## config.mk

```make
export PLATFORM = sky130hd
export DESIGN_NAME = vend_dispenser_flat
export DESIGN_NICKNAME = d
export VERILOG_FILES = /design/src/rtl/vend_dispenser_if.sv /design/src/rtl/vend_dispenser.sv /design/src/flat_wrapper.sv
export SDC_FILE = /design/constraint.sdc
export NUM_CORES = 1
export LEC_CHECK = 0
export ABC_AREA = 1
export BUFFER_PORTS_ARGS = -buffer_cell sky130_fd_sc_hd__buf_2
export CAP_MARGIN = 25
export CORE_MARGIN = 1.5
export CORE_UTILIZATION = 59
export DETAILED_ROUTE_END_ITERATION = 12
export PLACE_DENSITY = 0.86
export SKIP_LAST_GASP = 1
export SLEW_MARGIN = 20
export SYNTH_ARGS = -nofsm -noshare
export SYNTH_HDL_FRONTEND = slang
export SYNTH_SLANG_ARGS = --single-unit
export TNS_END_PERCENT = 1
```

## constraint.sdc

```tcl
create_clock -name clk -period 2.87 [get_ports clk]
set_input_delay 0.1435 -clock clk [delete_from_list [all_inputs] [get_ports clk]]
set_output_delay 0.1435 -clock clk [all_outputs]
set_load 0.01 [all_outputs]
```

## src/rtl/vend_dispenser_if.sv

```systemverilog
// Selection handshake between the vend controller (master) and the dispenser (slave).
interface vend_dispenser_if;
    logic [2:0] coffee_select;
    logic [2:0] change_tokens;
    logic       dispense_done;
    logic       busy;

    modport master (
        output coffee_select,
        output change_tokens,
        input  dispense_done,
        input  busy
    );

    modport slave (
        input  coffee_select,
        input  change_tokens,
        output dispense_done,
        output busy
    );
endinterface

```

## src/rtl/vend_dispenser.sv

```systemverilog
// Dispense-side responder: brews, adds flavour, pays back change tokens, then pulses done.
// All outputs are registered decodes of the next state; nothing combinational reaches a pin.
module vend_dispenser #(
    parameter int unsigned BREW_CYCLES        = 16,
    parameter int unsigned FLAVOUR_CYCLES     = 8,
    parameter int unsigned TOKEN_PULSE_CYCLES = 4,
    parameter int unsigned TOKEN_GAP_CYCLES   = 2
) (
    input  logic            clk,
    input  logic            reset,
    vend_dispenser_if.slave ctrl,
    input  logic            cup_present,
    output logic            water_pump,
    output logic            hazel_pump,
    output logic            coconut_pump,
    output logic            token_out
);

    typedef enum logic [2:0] {
        StWaitClear,
        StIdle,
        StBrew,
        StFlavour,
        StPayPulse,
        StPayGap,
        StDone
    } state_e;

    localparam logic [15:0] BrewLast    = 16'(BREW_CYCLES - 1);
    localparam logic [15:0] FlavourLast = 16'(FLAVOUR_CYCLES - 1);
    localparam logic [15:0] PulseLast   = 16'(TOKEN_PULSE_CYCLES - 1);
    localparam logic [15:0] GapLast     = 16'(TOKEN_GAP_CYCLES - 1);

    state_e      state_q, state_d;
    logic [2:0]  sel_q;
    logic [2:0]  chg_q;
    logic [15:0] cnt_q;
    logic        cnt_en;
    logic        water_q, hazel_q, coconut_q, token_q, done_q, busy_q;
    logic        flavour_on;

    assign flavour_on = hazel_q | coconut_q;

    // A pump cycle only counts when the pump was actually on during it.
    always_comb begin
        state_d = state_q;
        cnt_en  = 1'b0;
        unique case (state_q)
            StWaitClear: begin
                if (ctrl.coffee_select == 3'd0) state_d = StIdle;
            end
            StIdle: begin
                if (ctrl.coffee_select inside {3'd1, 3'd2, 3'd3}) state_d = StBrew;
            end
            StBrew: begin
                cnt_en = water_q;
                if (water_q && cnt_q == BrewLast) begin
                    if (sel_q != 3'd1)       state_d = StFlavour;
                    else if (chg_q == 3'd0)  state_d = StDone;
                    else                     state_d = StPayPulse;
                end
            end
            StFlavour: begin
                cnt_en = flavour_on;
                if (flavour_on && cnt_q == FlavourLast) begin
                    state_d = (chg_q == 3'd0) ? StDone : StPayPulse;
                end
            end
            StPayPulse: begin
                cnt_en = 1'b1;
                if (cnt_q == PulseLast) state_d = StPayGap;
            end
            StPayGap: begin
                cnt_en = 1'b1;
                if (cnt_q == GapLast) state_d = (chg_q == 3'd1) ? StDone : StPayPulse;
            end
            StDone: begin
                state_d = StWaitClear;
            end
            default: begin
                state_d = StWaitClear;
            end
        endcase
    end

    always_ff @(posedge clk or negedge reset) begin
        if (!reset) begin
            state_q   <= StWaitClear;
            sel_q     <= 3'd0;
            chg_q     <= 3'd0;
            cnt_q     <= 16'd0;
            water_q   <= 1'b0;
            hazel_q   <= 1'b0;
            coconut_q <= 1'b0;
            token_q   <= 1'b0;
            done_q    <= 1'b0;
            busy_q    <= 1'b0;
        end else begin
            state_q <= state_d;
            if (state_q == StIdle && state_d == StBrew) begin
                sel_q <= ctrl.coffee_select;
                chg_q <= ctrl.change_tokens;
            end else if (state_q == StPayGap && state_d != StPayGap) begin
                chg_q <= chg_q - 3'd1;
            end
            if (state_d != state_q) cnt_q <= 16'd0;
            else                    cnt_q <= cnt_q + {15'd0, cnt_en};
            water_q   <= (state_d == StBrew) && cup_present;
            hazel_q   <= (state_d == StFlavour) && (sel_q == 3'd2) && cup_present;
            coconut_q <= (state_d == StFlavour) && (sel_q == 3'd3) && cup_present;
            token_q   <= (state_d == StPayPulse);
            done_q    <= (state_d == StDone);
            busy_q    <= state_d inside {StBrew, StFlavour, StPayPulse, StPayGap, StDone};
        end
    end

    assign water_pump         = water_q;
    assign hazel_pump         = hazel_q;
    assign coconut_pump       = coconut_q;
    assign token_out          = token_q;
    assign ctrl.dispense_done = done_q;
    assign ctrl.busy          = busy_q;

endmodule
```

## src/flat_wrapper.sv

```systemverilog
// flat-port wrapper written by rule: the top's interface ports become plain ports
module vend_dispenser_flat 
#(
    parameter int unsigned BREW_CYCLES        = 16,
    parameter int unsigned FLAVOUR_CYCLES     = 8,
    parameter int unsigned TOKEN_PULSE_CYCLES = 4,
    parameter int unsigned TOKEN_GAP_CYCLES   = 2
)
  (clk, reset, cup_present, water_pump, hazel_pump, coconut_pump, token_out, ctrl_coffee_select, ctrl_change_tokens, ctrl_dispense_done, ctrl_busy);
  vend_dispenser_if ctrl_i ();
  input  logic clk;
  input  logic reset;
  input  logic cup_present;
  output logic water_pump;
  output logic hazel_pump;
  output logic coconut_pump;
  output logic token_out;
  input wire logic [$bits(ctrl_i.coffee_select)-1:0] ctrl_coffee_select;
  input wire logic [$bits(ctrl_i.change_tokens)-1:0] ctrl_change_tokens;
  output wire logic [$bits(ctrl_i.dispense_done)-1:0] ctrl_dispense_done;
  output wire logic [$bits(ctrl_i.busy)-1:0] ctrl_busy;
  assign ctrl_i.coffee_select = ctrl_coffee_select;
  assign ctrl_i.change_tokens = ctrl_change_tokens;
  assign ctrl_dispense_done = ctrl_i.dispense_done;
  assign ctrl_busy = ctrl_i.busy;
  vend_dispenser #(.BREW_CYCLES(BREW_CYCLES), .FLAVOUR_CYCLES(FLAVOUR_CYCLES), .TOKEN_PULSE_CYCLES(TOKEN_PULSE_CYCLES), .TOKEN_GAP_CYCLES(TOKEN_GAP_CYCLES)) u_core (.clk(clk), .reset(reset), .ctrl(ctrl_i), .cup_present(cup_present), .water_pump(water_pump), .hazel_pump(hazel_pump), .coconut_pump(coconut_pump), .token_out(token_out));
endmodule
```

# Yosys cells after proc, flatten, opt, wreduce, memory -nomap -nowiden
# Index checks and enable logic that the tools add are counted.
# op_classes
add_sub_neg	2
multipliers	0
div_mod_pow	0
n_lt_le_gt_ge	0
n_eq_ne	23
shift	0
muxes	14
n_bitwise	1
reduce_logical	16
# ops
operator	n
two-way mux 3 bit	9
== test 3 x 2 -> 1 bit, second input constant	8
case mux 3 bit (6 select lines)	1
adder 16 x 1 -> 16 bit	1
== test 16 x 1 -> 1 bit, second input constant	1
== test 16 x 2 -> 1 bit, second input constant	1
== test 16 x 3 -> 1 bit, second input constant	1
== test 16 x 4 -> 1 bit, second input constant	1
two-way mux 16 bit	1
== test 3 bit, second input constant	5
== test 3 x 1 -> 1 bit, second input constant	3
logical AND 1 bit	9
logical NOT 3 bit	3
nonzero test 5 bit	1
two-way mux 2 bit	2
!= test 3 x 1 -> 1 bit, second input constant	1
!= test 3 bit	1
!= test 3 bit, second input constant	1
case mux 1 bit (3 select lines)	1
nonzero test 3 bit	1
subtractor 3 x 1 -> 3 bit, second input constant	1
nonzero test 2 bit	1
OR reduction 2 bit	1
bitwise OR 1 bit	1
# word_totals
reg_bits	31
latchBits	0
mem_bits_rw	0
mem_bits_ro	0
input_bits	9
out_inout_bits	6
elab_cells	66
memories	0

# Depth between registers and ports, before layout
# depth
depth_word	9
depth_mapped	15
mapped_depth_nobuf	15

# Worst setup path after synthesis
# Ideal clock, no wire load.
# synth_path
path_kind	register -> register
from	register u_core.state_q[2]
to	register u_core.cnt_q[14]
setup_time_ns	0.120
arrival_time_ns	2.364
required_time_ns	2.750
setup_slack_ns	0.386
stages_incl_launch_ff	15
n_path_buf	0
period_less_slack_ns	2.484
cell_sequence	dfrtp_1 nor3_2 nand2_1 a31o_2 inv_1 ha_1 ha_1 nand4_1 nor2_1 nand3_1 nor2_1 nand3_1 nand3b_1 xor2_1 nor2_2
# synth_via
elab_chain_len	5
word_cells_on_any_way	18
cone_classes	add/sub: 1; eq/ne: 6; mux: 9; reduce/logical: 2
# synth_lines
item	line	rtl
start, declared	vend_dispenser.sv:34	state_e state_q, state_d;
start signal, assigned	vend_dispenser.sv:88	state_q <= StWaitClear;
start signal, assigned	vend_dispenser.sv:99	state_q <= state_d;
== test 3 bit	vend_dispenser.sv:48	unique case (state_q)
OR reduction 2 bit (no line)	--	
case mux 1 bit (3 select lines)	vend_dispenser.sv:48	
adder 16 x 1 -> 16 bit	vend_dispenser.sv:107	else cnt_q <= cnt_q + {15'd0, cnt_en};
two-way mux 16 bit *	vend_dispenser.sv:106	if (state_d != state_q) cnt_q <= 16'd0;
end signal, assigned	vend_dispenser.sv:107	
end, declared	vend_dispenser.sv:37	logic [15:0] cnt_q;
# Mark *: on every way between the ends. The rest lies on a longest branch, timed or not.
# A chain may end at the register's enable or synchronous reset.

# Worst setup path after layout
# Ends and elaborated chain as after synthesis.

==> flow_summary_export.csv <==
group,metric,value,unit
placement,dpl.hpwl,2.86,mm
global_route,grt_max_degree,32,
clock_tree,cts_buffers,5,
cells_and_area,syn2layout_area_growth,9.87,%
cells_and_area,design_area,0.00209,mm^2
floorplanning,ios,15,
min_path,hold_path.class,"primary input to flip-flop",
clock_tree,path_clk_slew,100,ps
setup_path,rr_startpoint,"u_core.state_q[2]$_DFF_PN0_",
cells_and_area,fillers,278,
route,firstDrtPassIters,4,
sta,slew_headroom,55.7,%
synthesis,ys_ff_latch,31,
cells_and_area,layout_common_cells,"nand2_1, nor2_1, inv_1",
power_and_ir_drop,p_leak,1.05,nW
route,drc_errors,0,
sta,timing.setup.tns,0,ps
cells_and_area,instances_no_fill,314,
floorplanning,die_w,59.8,um
global_route,grt_pass1_wl,6.42,mm
setup_path,startpoint,"u_core.state_q[2]$_DFF_PN0_",
cells_and_area,drive_gt1_share,18.5,%
floorplanning,die_y,59.8,um
setup_path,reg2reg_to,"u_core.cnt_q[14]$_DFF_PN0_",
route,drt_iter0_drc,82,
cells_and_area,multi_input_comb_area,977,um^2
placement,io_buffers,14,
route,wire_per_inst,11.8,um
floorplanning,core,0.00305,mm^2
setup_path,cp_data_arrival_time,2940,ps
clock_tree,clk_latency,340,ps
setup_path,critPathCapture,"u_core.cnt_q[14]$_DFF_PN0_",
synthesis,synth_cell_types,24,
setup_path,start_kind,"flip-flop",
synthesis,ys_warn_count,0,
power_and_ir_drop,irDropWorstVdd,0.312,mV
synthesis,seq_area_frac_synth,40.8,%
sta,final-setup-viol-count,0,
global_route,grt.total_usage,24.6,%
clock_tree,clk_path_buf_depth,2,
sta,drv_slew,0,
power_and_ir_drop,p_per_area,337,mW/mm^2
synthesis,syn-cell-area,0.00190,mm^2
floorplanning,dieArea,0.00357,mm^2
synthesis,avgSynthCellArea,7.69,um^2
min_path,min_path_cells,3,
route,viasPerCell,5.11,
global_route,grt_overflow_total,0,
clock_tree,cts.sinks,31,
route,wl,3.69,mm
clock_tree,root_buffer,"clkbuf_4",
setup_path,reg2reg_depth,14,
placement,gp_congestion,0.899,
outcome,status,"complete, no violations",
flow_run,drv_cap,0,
placement,dp.cells,305,
sta,worst_pin_slew,664,ps
cells_and_area,nNetsFinal,285,
sta,fin_crit,2710,ps
floorplanning,start_util,62.3,%
global_route,antenna_found_initial,0,
global_route,first_global_vias,1520,
floorplanning,rows,20,
sta,fin_worst_skew,11.4,ps
route,drtAntennaViolNets,0,
power_and_ir_drop,power,0.704,mW
setup_path,reg2reg_slack,160,ps
cells_and_area,seqCellArea,776,um^2
synthesis,syn-num-nets,263,
route,vias,1604,
sta,grt_setup_unrepaired,"yes",
cells_and_area,diodes,0,
cells_and_area,layout_commonest_cell,"nand2_1",
sta,post-route-period-util,94.4,%
sta,max_freq,0.369,GHz
setup_path,cp.required,3100,ps
placement,placed_cell_area,0.00202,mm^2
clock_tree,cts_tree,"yes",
clock_tree,cts_setup_buffers,0,
setup_path,crit_path_max_fanout,7,
setup_path,path_class,"flip-flop to flip-flop",
clock_tree,htreeDepth,2,
synthesis,synthCells,247,
setup_path,end_kind,"flip-flop",
sta,finalHoldViolations,0,
[registers in the layout (all words and copies together) (netlist names)]
signal / flops
u_core.chg_q: 3
u_core.coconut_pump: 1
u_core.token_out: 1
u_core.cnt_q: 16
u_core.ctrl.busy: 1
u_core.hazel_pump: 1
u_core.sel_q: 3
u_core.ctrl.dispense_done: 1
u_core.water_pump: 1
u_core.state_q: 3
[final cells by class]
type                    count  share of cell area [%]
clock inverters             2                   0.599
flip-flops and latches     31                    37.1
inverters                  37                    6.65
well taps                  44                    2.64
clock buffers               6                    1.98
multi-input cells         178                    46.8
repair buffers             16                    4.19
[metrics by stage]
stage	worst slack, ps	utilization, %	hold slack, ps
global route	-44.8	68.4	29.7
floorplan	386	-	-152
detailed placement	185	66.2	215
finish	162	68.4	12.4
CTS	165	68.3	1.79
global placement	314	66.2	217
[what timing repair did]
action                                  4_1_cts  5_1_grt
hold buffers                                  1        0
gates resized for setup                       0        1
endpoints found under the setup margin        0        3
hold endpoints to repair                     31        0
[worst min-delay path by stage]
stage | from | end | slack, ps
CTS | ctrl_coffee_select[1] | u_core.sel_q[1]$_DFFE_PN0P_ | 2
detailed placement | reset | u_core.cnt_q[9]$_DFF_PN0_ | 220
floorplan | reset | u_core.chg_q[0]$_DFFE_PN0P_ | -150
finish | ctrl_coffee_select[1] | u_core.sel_q[1]$_DFFE_PN0P_ | 10
global route | ctrl_coffee_select[1] | u_core.sel_q[1]$_DFFE_PN0P_ | 30
global placement | reset | u_core.cnt_q[10]$_DFF_PN0_ | 220
[cell usage after synthesis (all sizes together)]
master    n  area (um^2)
a21oi     2         10.0
a31o      1         8.76
buf       1         11.3
dfrtp    31          776
ha        7         87.6
inv      37          139
nand2    53          199
nand3    26          140
nand3b    1         7.51
nand4     7         43.8
nor2     53          262
nor3      6         45.0
nor3b     1         7.51
nor4      1         6.26
o2111ai   1         8.76
o21ai     4         20.0
or2       1         6.26
xnor2     3         26.3
xor2     11         96.3
[layer usage]
metal	GRT usage (%)	share of wire [%]	vias up
met1	31.8	46	735
li1	-	-	823
met3	6.28	4.0	8
met5	0	0	-
met2	37.9	47	38
met4	13.0	2.6	0
[where the power goes]
| group | leakage (nW) | internal (mW) | switching (mW) | total, mW |
|---|---|---|---|---|
| clock network | 0.0282 | 0.0943 | 0.157 | 0.251 |
| logic | 0.619 | 0.00529 | 0.0112 | 0.0165 |
| registers | 0.402 | 0.436 | 0 | 0.436 |
[worst max-delay path: stages, from the launching register on]
cell and delay (ps):
dfrtp_1 480, nor3_2 290, nand2_1 90, a31o_2 200, inv_1 50, ha_1 160
ha_1 200, nand4_1 150, nor2_1 160, nand3_1 110, nor2_1 170, nand3_1 120
nand3b_1 200, xor2_1 180, nor2_2 50
[cells by family after synthesis]
kind of cell / share of synthesized area, %
compound gates: 2.50
xor+xnor: 6.45
fa+ha+maj: 4.61
buf+inv: 7.90
flops: 40.8
simple gates: 37.7
Power figures use the tool's default switching activity.
